## src/rtl/pipe_ctrl_pkg.sv

```systemverilog
// Shared pipeline-control definitions: controller states, forward-select codes
// and the register-address width carried through the pipeline buffers.
package pipe_ctrl_pkg;

    localparam int REG_W   = 6;
    localparam int LDCNT_W = 3;   // holds LD_LAT-1 for LD_LAT up to 7

    typedef enum logic [1:0] {
        ST_RUN     = 2'd0,
        ST_LDSTALL = 2'd1,
        ST_MWAIT   = 2'd2
    } pipe_state_e;

    localparam logic [1:0] FWD_RF    = 2'b00;
    localparam logic [1:0] FWD_EXMEM = 2'b01;
    localparam logic [1:0] FWD_MEMWB = 2'b10;

    // The EX/MEM result is younger than MEM/WB, so it wins when both match.
    function automatic logic [1:0] fwd_pick(input logic mem_hit, input logic wb_hit);
        if (mem_hit)
            return FWD_EXMEM;
        else if (wb_hit)
            return FWD_MEMWB;
        else
            return FWD_RF;
    endfunction

endpackage

```

## src/rtl/pipe_ctrl_fwd_unit.sv

```systemverilog
// Operand forwarding select for the two ID-stage source registers.
// Register 0 is hard-wired zero and is never forwarded.
module fwd_unit #(
    parameter int REG_W = pipe_ctrl_pkg::REG_W
) (
    input  logic [REG_W-1:0] id_rs,
    input  logic [REG_W-1:0] id_rt,
    input  logic [REG_W-1:0] mem_rd,
    input  logic             mem_regwrite,
    input  logic [REG_W-1:0] wb_rd,
    input  logic             wb_regwrite,
    output logic [1:0]       fwd_a,
    output logic [1:0]       fwd_b
);
    import pipe_ctrl_pkg::*;

    logic mem_live;
    logic wb_live;

    assign mem_live = mem_regwrite & (mem_rd != '0);
    assign wb_live  = wb_regwrite & (wb_rd != '0);

    assign fwd_a = fwd_pick(mem_live & (mem_rd == id_rs), wb_live & (wb_rd == id_rs));
    assign fwd_b = fwd_pick(mem_live & (mem_rd == id_rt), wb_live & (wb_rd == id_rt));

endmodule

```

## src/rtl/pipe_ctrl.sv

```systemverilog
// Pipeline hazard controller: memory-wait freeze, taken-branch flush, load-use
// stall, operand forwarding selects and saturating stall/flush counters.
module pipe_ctrl #(
    parameter int REG_W  = pipe_ctrl_pkg::REG_W,
    parameter int LD_LAT = 1,
    parameter int CNT_W  = 16
) (
    input  logic             clk,
    input  logic             rst,
    input  logic [REG_W-1:0] id_rs,
    input  logic [REG_W-1:0] id_rt,
    input  logic             id_valid,
    input  logic [REG_W-1:0] ex_rd,
    input  logic             ex_is_load,
    input  logic             ex_taken,
    input  logic [REG_W-1:0] mem_rd,
    input  logic             mem_regwrite,
    input  logic [REG_W-1:0] wb_rd,
    input  logic             wb_regwrite,
    input  logic             mem_busy,
    output logic             pc_en,
    output logic             ifid_en,
    output logic             idex_en,
    output logic             exmem_en,
    output logic             memwb_en,
    output logic             ifid_flush,
    output logic             idex_flush,
    output logic [1:0]       fwd_a,
    output logic [1:0]       fwd_b,
    output logic [CNT_W-1:0] stall_cnt,
    output logic [CNT_W-1:0] flush_cnt
);
    import pipe_ctrl_pkg::*;

    localparam logic [LDCNT_W-1:0] LD_INIT = LDCNT_W'(LD_LAT - 1);

    pipe_state_e        state_q, state_d;
    logic [LDCNT_W-1:0] cnt_q, cnt_d;
    logic               load_use;
    logic [1:0]         fwd_a_raw, fwd_b_raw;

    assign load_use = ex_is_load & id_valid & (ex_rd != '0) &
                      ((ex_rd == id_rs) | (ex_rd == id_rt));

    always_comb begin
        state_d    = state_q;
        cnt_d      = cnt_q;
        pc_en      = 1'b1;
        ifid_en    = 1'b1;
        idex_en    = 1'b1;
        exmem_en   = 1'b1;
        memwb_en   = 1'b1;
        ifid_flush = 1'b0;
        idex_flush = 1'b0;
        if (mem_busy) begin
            pc_en    = 1'b0;
            ifid_en  = 1'b0;
            idex_en  = 1'b0;
            exmem_en = 1'b0;
            memwb_en = 1'b0;
            state_d  = ST_MWAIT;
            cnt_d    = '0;
        end else if (ex_taken) begin
            ifid_flush = 1'b1;
            idex_flush = 1'b1;
            state_d    = ST_RUN;
            cnt_d      = '0;
        end else begin
            unique case (state_q)
                ST_RUN: begin
                    if (load_use) begin
                        pc_en      = 1'b0;
                        ifid_en    = 1'b0;
                        idex_flush = 1'b1;
                        cnt_d      = LD_INIT;
                        state_d    = (LD_LAT > 1) ? ST_LDSTALL : ST_RUN;
                    end
                end
                ST_LDSTALL: begin
                    pc_en      = 1'b0;
                    ifid_en    = 1'b0;
                    idex_flush = 1'b1;
                    cnt_d      = cnt_q - 1'b1;
                    if (cnt_q <= LDCNT_W'(1)) begin
                        state_d = ST_RUN;
                        cnt_d   = '0;
                    end
                end
                // Exit cycle of a memory wait runs freely; any older stall is dropped.
                ST_MWAIT: state_d = ST_RUN;
                default:  state_d = ST_RUN;
            endcase
        end
        if (rst) begin
            pc_en      = 1'b0;
            ifid_en    = 1'b0;
            idex_en    = 1'b0;
            exmem_en   = 1'b0;
            memwb_en   = 1'b0;
            ifid_flush = 1'b1;
            idex_flush = 1'b1;
        end
    end

    always_ff @(posedge clk or posedge rst) begin
        if (rst) begin
            state_q   <= ST_RUN;
            cnt_q     <= '0;
            stall_cnt <= '0;
            flush_cnt <= '0;
        end else begin
            state_q <= state_d;
            cnt_q   <= cnt_d;
            if (!pc_en && !(&stall_cnt))
                stall_cnt <= stall_cnt + 1'b1;
            if (ifid_flush && !(&flush_cnt))
                flush_cnt <= flush_cnt + 1'b1;
        end
    end

    fwd_unit #(
        .REG_W(REG_W)
    ) u_fwd (
        .id_rs        (id_rs),
        .id_rt        (id_rt),
        .mem_rd       (mem_rd),
        .mem_regwrite (mem_regwrite),
        .wb_rd        (wb_rd),
        .wb_regwrite  (wb_regwrite),
        .fwd_a        (fwd_a_raw),
        .fwd_b        (fwd_b_raw)
    );

    assign fwd_a = rst ? FWD_RF : fwd_a_raw;
    assign fwd_b = rst ? FWD_RF : fwd_b_raw;

endmodule

```

## config.mk

```make
export PLATFORM = sky130hd
export DESIGN_NAME = pipe_ctrl
export DESIGN_NICKNAME = d
export VERILOG_FILES = /design/src/rtl/pipe_ctrl_pkg.sv /design/src/rtl/pipe_ctrl_fwd_unit.sv /design/src/rtl/pipe_ctrl.sv
export SDC_FILE = /design/constraint.sdc
export NUM_CORES = 1
export LEC_CHECK = 0
export CORE_UTILIZATION = 44
export DETAILED_ROUTE_END_ITERATION = 10
export HOLD_SLACK_MARGIN = 0.12
export PLACE_DENSITY = 0.78
export SLEW_MARGIN = 20
export SYNTH_ARGS = -nofsm -noshare
export SYNTH_HDL_FRONTEND = slang
export SYNTH_SLANG_ARGS = --single-unit
```

## constraint.sdc

```tcl
create_clock -name clk -period 2.74 [get_ports clk]
set_input_delay 0.548 -clock clk [delete_from_list [all_inputs] [get_ports clk]]
set_output_delay 0.548 -clock clk [all_outputs]
set_load 0.05 [all_outputs]
```

==> run summary <==
The run finished, with violations left. The final reports fail on DRC. The count of buffers added on input and output ports is 80. The placed instance area is 0.00324 mm². The distinct cell type count of the synthesized netlist is 37. The antenna diode count is 0. Setup repair after global routing could not meet its margin everywhere. The slew at the pin closest to its max-slew limit is 0.611 ns. Setup violations remaining at the end of the flow were counted as 0.

The total routed wirelength came out at 5780 µm. The first global-routing pass estimated 9250 µm of wire. The starting DRC count in detailed routing came out at 111. The overall power of the completed layout is 2.78 mW. The area of the placeable core is 0.00444 mm².

The number of hold-repair buffers added at the cts stage is 0. The relative slew slack came out at 0.592. The data arrival time of the critical path came out at 2.16 ns.

The estimated wirelength of the detail-placed design came out at 4460 µm. The initial antenna violation count was 0. The effective utilization at floorplan came out at 0.465. The final clock skew came out at 0.00327 ns. The final-report max-slew violation count came out at 0. The remaining antenna violation count is 0.

Timing would allow up to 0.370 GHz. The biggest fanout along the worst timing path came out at 2. The post-synthesis net count came out at 250. The area of the mapped netlist is 0.00206 mm². The worst-case IR drop observed on VDD is 0.000861 V.

The clock reaches the later pin of the worst-skew pair after 0.29 ns. In the final routed layout, each cell accounts on average for 15.2 µm. The synthesized area per cell came out at 9.83 µm². The root buffer cell is clkbuf_8. In this run the vertical extent of the chip is 70.5 µm. The total via count in the routed design is 1999. The placer congestion estimate came out at 0.898. At the end of the flow, the number of nets in the layout was 367.

In this run the count of I/O pins placed on the die edge is 81. The horizontal die dimension came out at 70.5 µm. The final cell area excluding filler cells is 0.00343 mm².

The worst path needs 2.70 ns of the cycle, external delays included. The total iterations of the first detailed-routing run is 7. The sink count of the clock tree came out at 33. The tool flagged a number of max-cap violations equal to 0.

The buffer levels on the longest clock path is 2. The critical path is of the in2out type. The cell count after synthesis came out at 210. The static power due to leakage is 1.38 nW.

The share of the Yosys chip area taken by registers is 0.400. The full die area came out at 0.00497 mm². The overall fraction of global-route tracks in use came out at 0.245. The path class of the tightest hold or removal check is reg2reg. After routing, the total negative slack on setup checks comes to 0 ns.

TritonCTS built the clock tree. The floorplan has 24 rows. The number of H-tree levels is 2. The largest net degree at the start of global routing is 34. The type of element capturing the critical path is an output port. The area growth from synthesis to final layout came out at 65.9%. The fraction of layout instances using a drive strength above 1 is 0.229. The number of synthesis warnings came out at 0. The clock transition at the registers of the reported paths came out at 0.07 ns. The total global routing overflow is 0. TritonCTS created 5 clock buffers.

The required time at the worst-slack endpoint is 2.19 ns. The count of state elements after synthesis came out at 33. Dividing the final minimum period by the clock period gives 0.987. For this design the ratio of total power to cell area is 812 mW/mm². The post-detailed-route DRC marker count came out at 18. The count of fill cells added during filler insertion came out at 313. The via count of the first global-routing pass came out at 1944. The kind of launch point of the worst setup path is an input pin. In the routed layout, each cell is associated on average with a via count of 5.26.

The final count of hold timing violations came out at 0.
==> what timing repair did <==
item                                    CTS  global route
gates resized for setup                  21            10
pin swaps                                 6             8
gates cloned                              0             0
endpoints found under the setup margin    7             3
setup buffers                             1             1
==> critical path, stage by stage <==
cell and delay (ns):
clkdlybuf4s50_1 0.42, or4_4 0.56, o311ai_4 0.22, buf_4 0.19, nor3_4 0.05, buf_12 0.16
==> layer usage <==
metal / part of all wire / track usage / vias up
li1: - / - / 965
met1: 0.44 / 0.302 / 962
met2: 0.48 / 0.419 / 63
met3: 0.059 / 0.0606 / 9
met4: 0.016 / 0.0816 / 0
met5: 0 / 0 / -
==> power by group <==
part	total, mW	internal [mW]	switching (mW)
clock	0.363	0.175	0.188
combinational	1.54	0.575	0.963
sequential	0.881	0.660	0.221
==> state kept, by name (all words and copies together), names as in the netlist <==
register / count
flush_cnt: 16
stall_cnt: 16
state_q: 1
==> Yosys cell counts <==
cell type  number  share of area
nor4_1          7          0.021
a2111oi_2       1         0.0073
o31ai_2         1         0.0061
and4_1          2         0.0085
a211o_1         1         0.0042
nand4_1        12          0.036
ha_1            2          0.012
or4_1           3          0.011
nor3_1          8          0.019
nand2_1        15          0.027
a21oi_4         1         0.0079
o31ai_1         1         0.0036
a311oi_1        1         0.0042
a31oi_1         1         0.0030
and3b_1         1         0.0042
nand3_1        12          0.029
or2_2           1         0.0030
nor4_2          1         0.0061
nand2b_1        2         0.0061
buf_6           1         0.0055
nor2_1         12          0.022
mux2_1          1         0.0055
o21ai_0         3         0.0073
clkbuf_1        1         0.0018
inv_1           7          0.013
and3_1          3         0.0091
o21a_1          1         0.0036
mux2_2          1         0.0055
buf_4           3          0.011
o311ai_0        1         0.0042
dfrtp_1        33           0.40
mux2i_1         1         0.0048
xor2_1         19          0.081
a21oi_1         2         0.0048
o22ai_1         1         0.0030
xnor2_1        46           0.20
nor2b_1         1         0.0030
==> kinds of logic after synthesis <==
kind of cell | synth area share
AOI/OAI and AO/OA | 0.0594
adders and majority gates | 0.0121
buffers and inverters | 0.0309
and+or+nand+nor | 0.206
xor gates and xnor gates | 0.276
muxes | 0.0158
DFF | 0.400
==> cell type report <==
| type | instances | area, µm² | area share |
|---|---|---|---|
| Multi-Input combinational cell | 165 | 1280 | 0.374 |
| Timing Repair Buffer | 115 | 1140 | 0.332 |
| Sequential cell | 33 | 826 | 0.241 |
| Clock buffer | 5 | 68.8 | 0.0201 |
| Tap cell | 52 | 65.1 | 0.0190 |
| Inverter | 7 | 30.0 | 0.00877 |
| Clock inverter | 3 | 17.5 | 0.00511 |
==> path summary, 6_finish.rpt <==
| check | from | end | slack [ns] | cells past startpoint |
|---|---|---|---|---|
| max | wb_rd[1] | fwd_b[1] | 0.04 | 6 |
| max reg2reg | state_q[1]$_DFFE_PP0P_ | stall_cnt[7]$_DFFE_PP0P_ | 0.51 | 9 |
| min in group asynchronous | rst | state_q[1]$_DFFE_PP0P_ | 0.90 | 3 |
| min reg2reg | stall_cnt[9]$_DFFE_PP0P_ | stall_cnt[9]$_DFFE_PP0P_ | 0.49 | 1 |
| max in group asynchronous | rst | stall_cnt[13]$_DFFE_PP0P_ | 1.55 | 3 |
| min | stall_cnt[9]$_DFFE_PP0P_ | stall_cnt[9]$_DFFE_PP0P_ | 0.49 | 1 |
==> metrics by stage <==
step	std cells	utilization	hold slack, ns	setup WS, ns
after floorplan	210	-	0.486	-0.0876
after global placement	370	0.730	0.476	-0.307
after detailed placement	370	0.730	0.484	-0.368
after CTS	379	0.762	0.495	0.00835
after global routing	380	0.771	0.527	-0.0190
final	380	0.771	0.490	0.0360
==> layout by cell type (no fill, tap or decap), drive strengths merged, types with 5 or more instances in the layout <==
cell and instances:
buf 46, clkbuf 6, clkdlybuf4s50 58, dfrtp 33, dlygate4sd2 5, inv 6
nand2 15, nand3 12, nand4 12, nor2 12, nor3 8, nor4 8
xnor2 46, xor2 19
No activity file was read; power rests on OpenSTA's default activity.
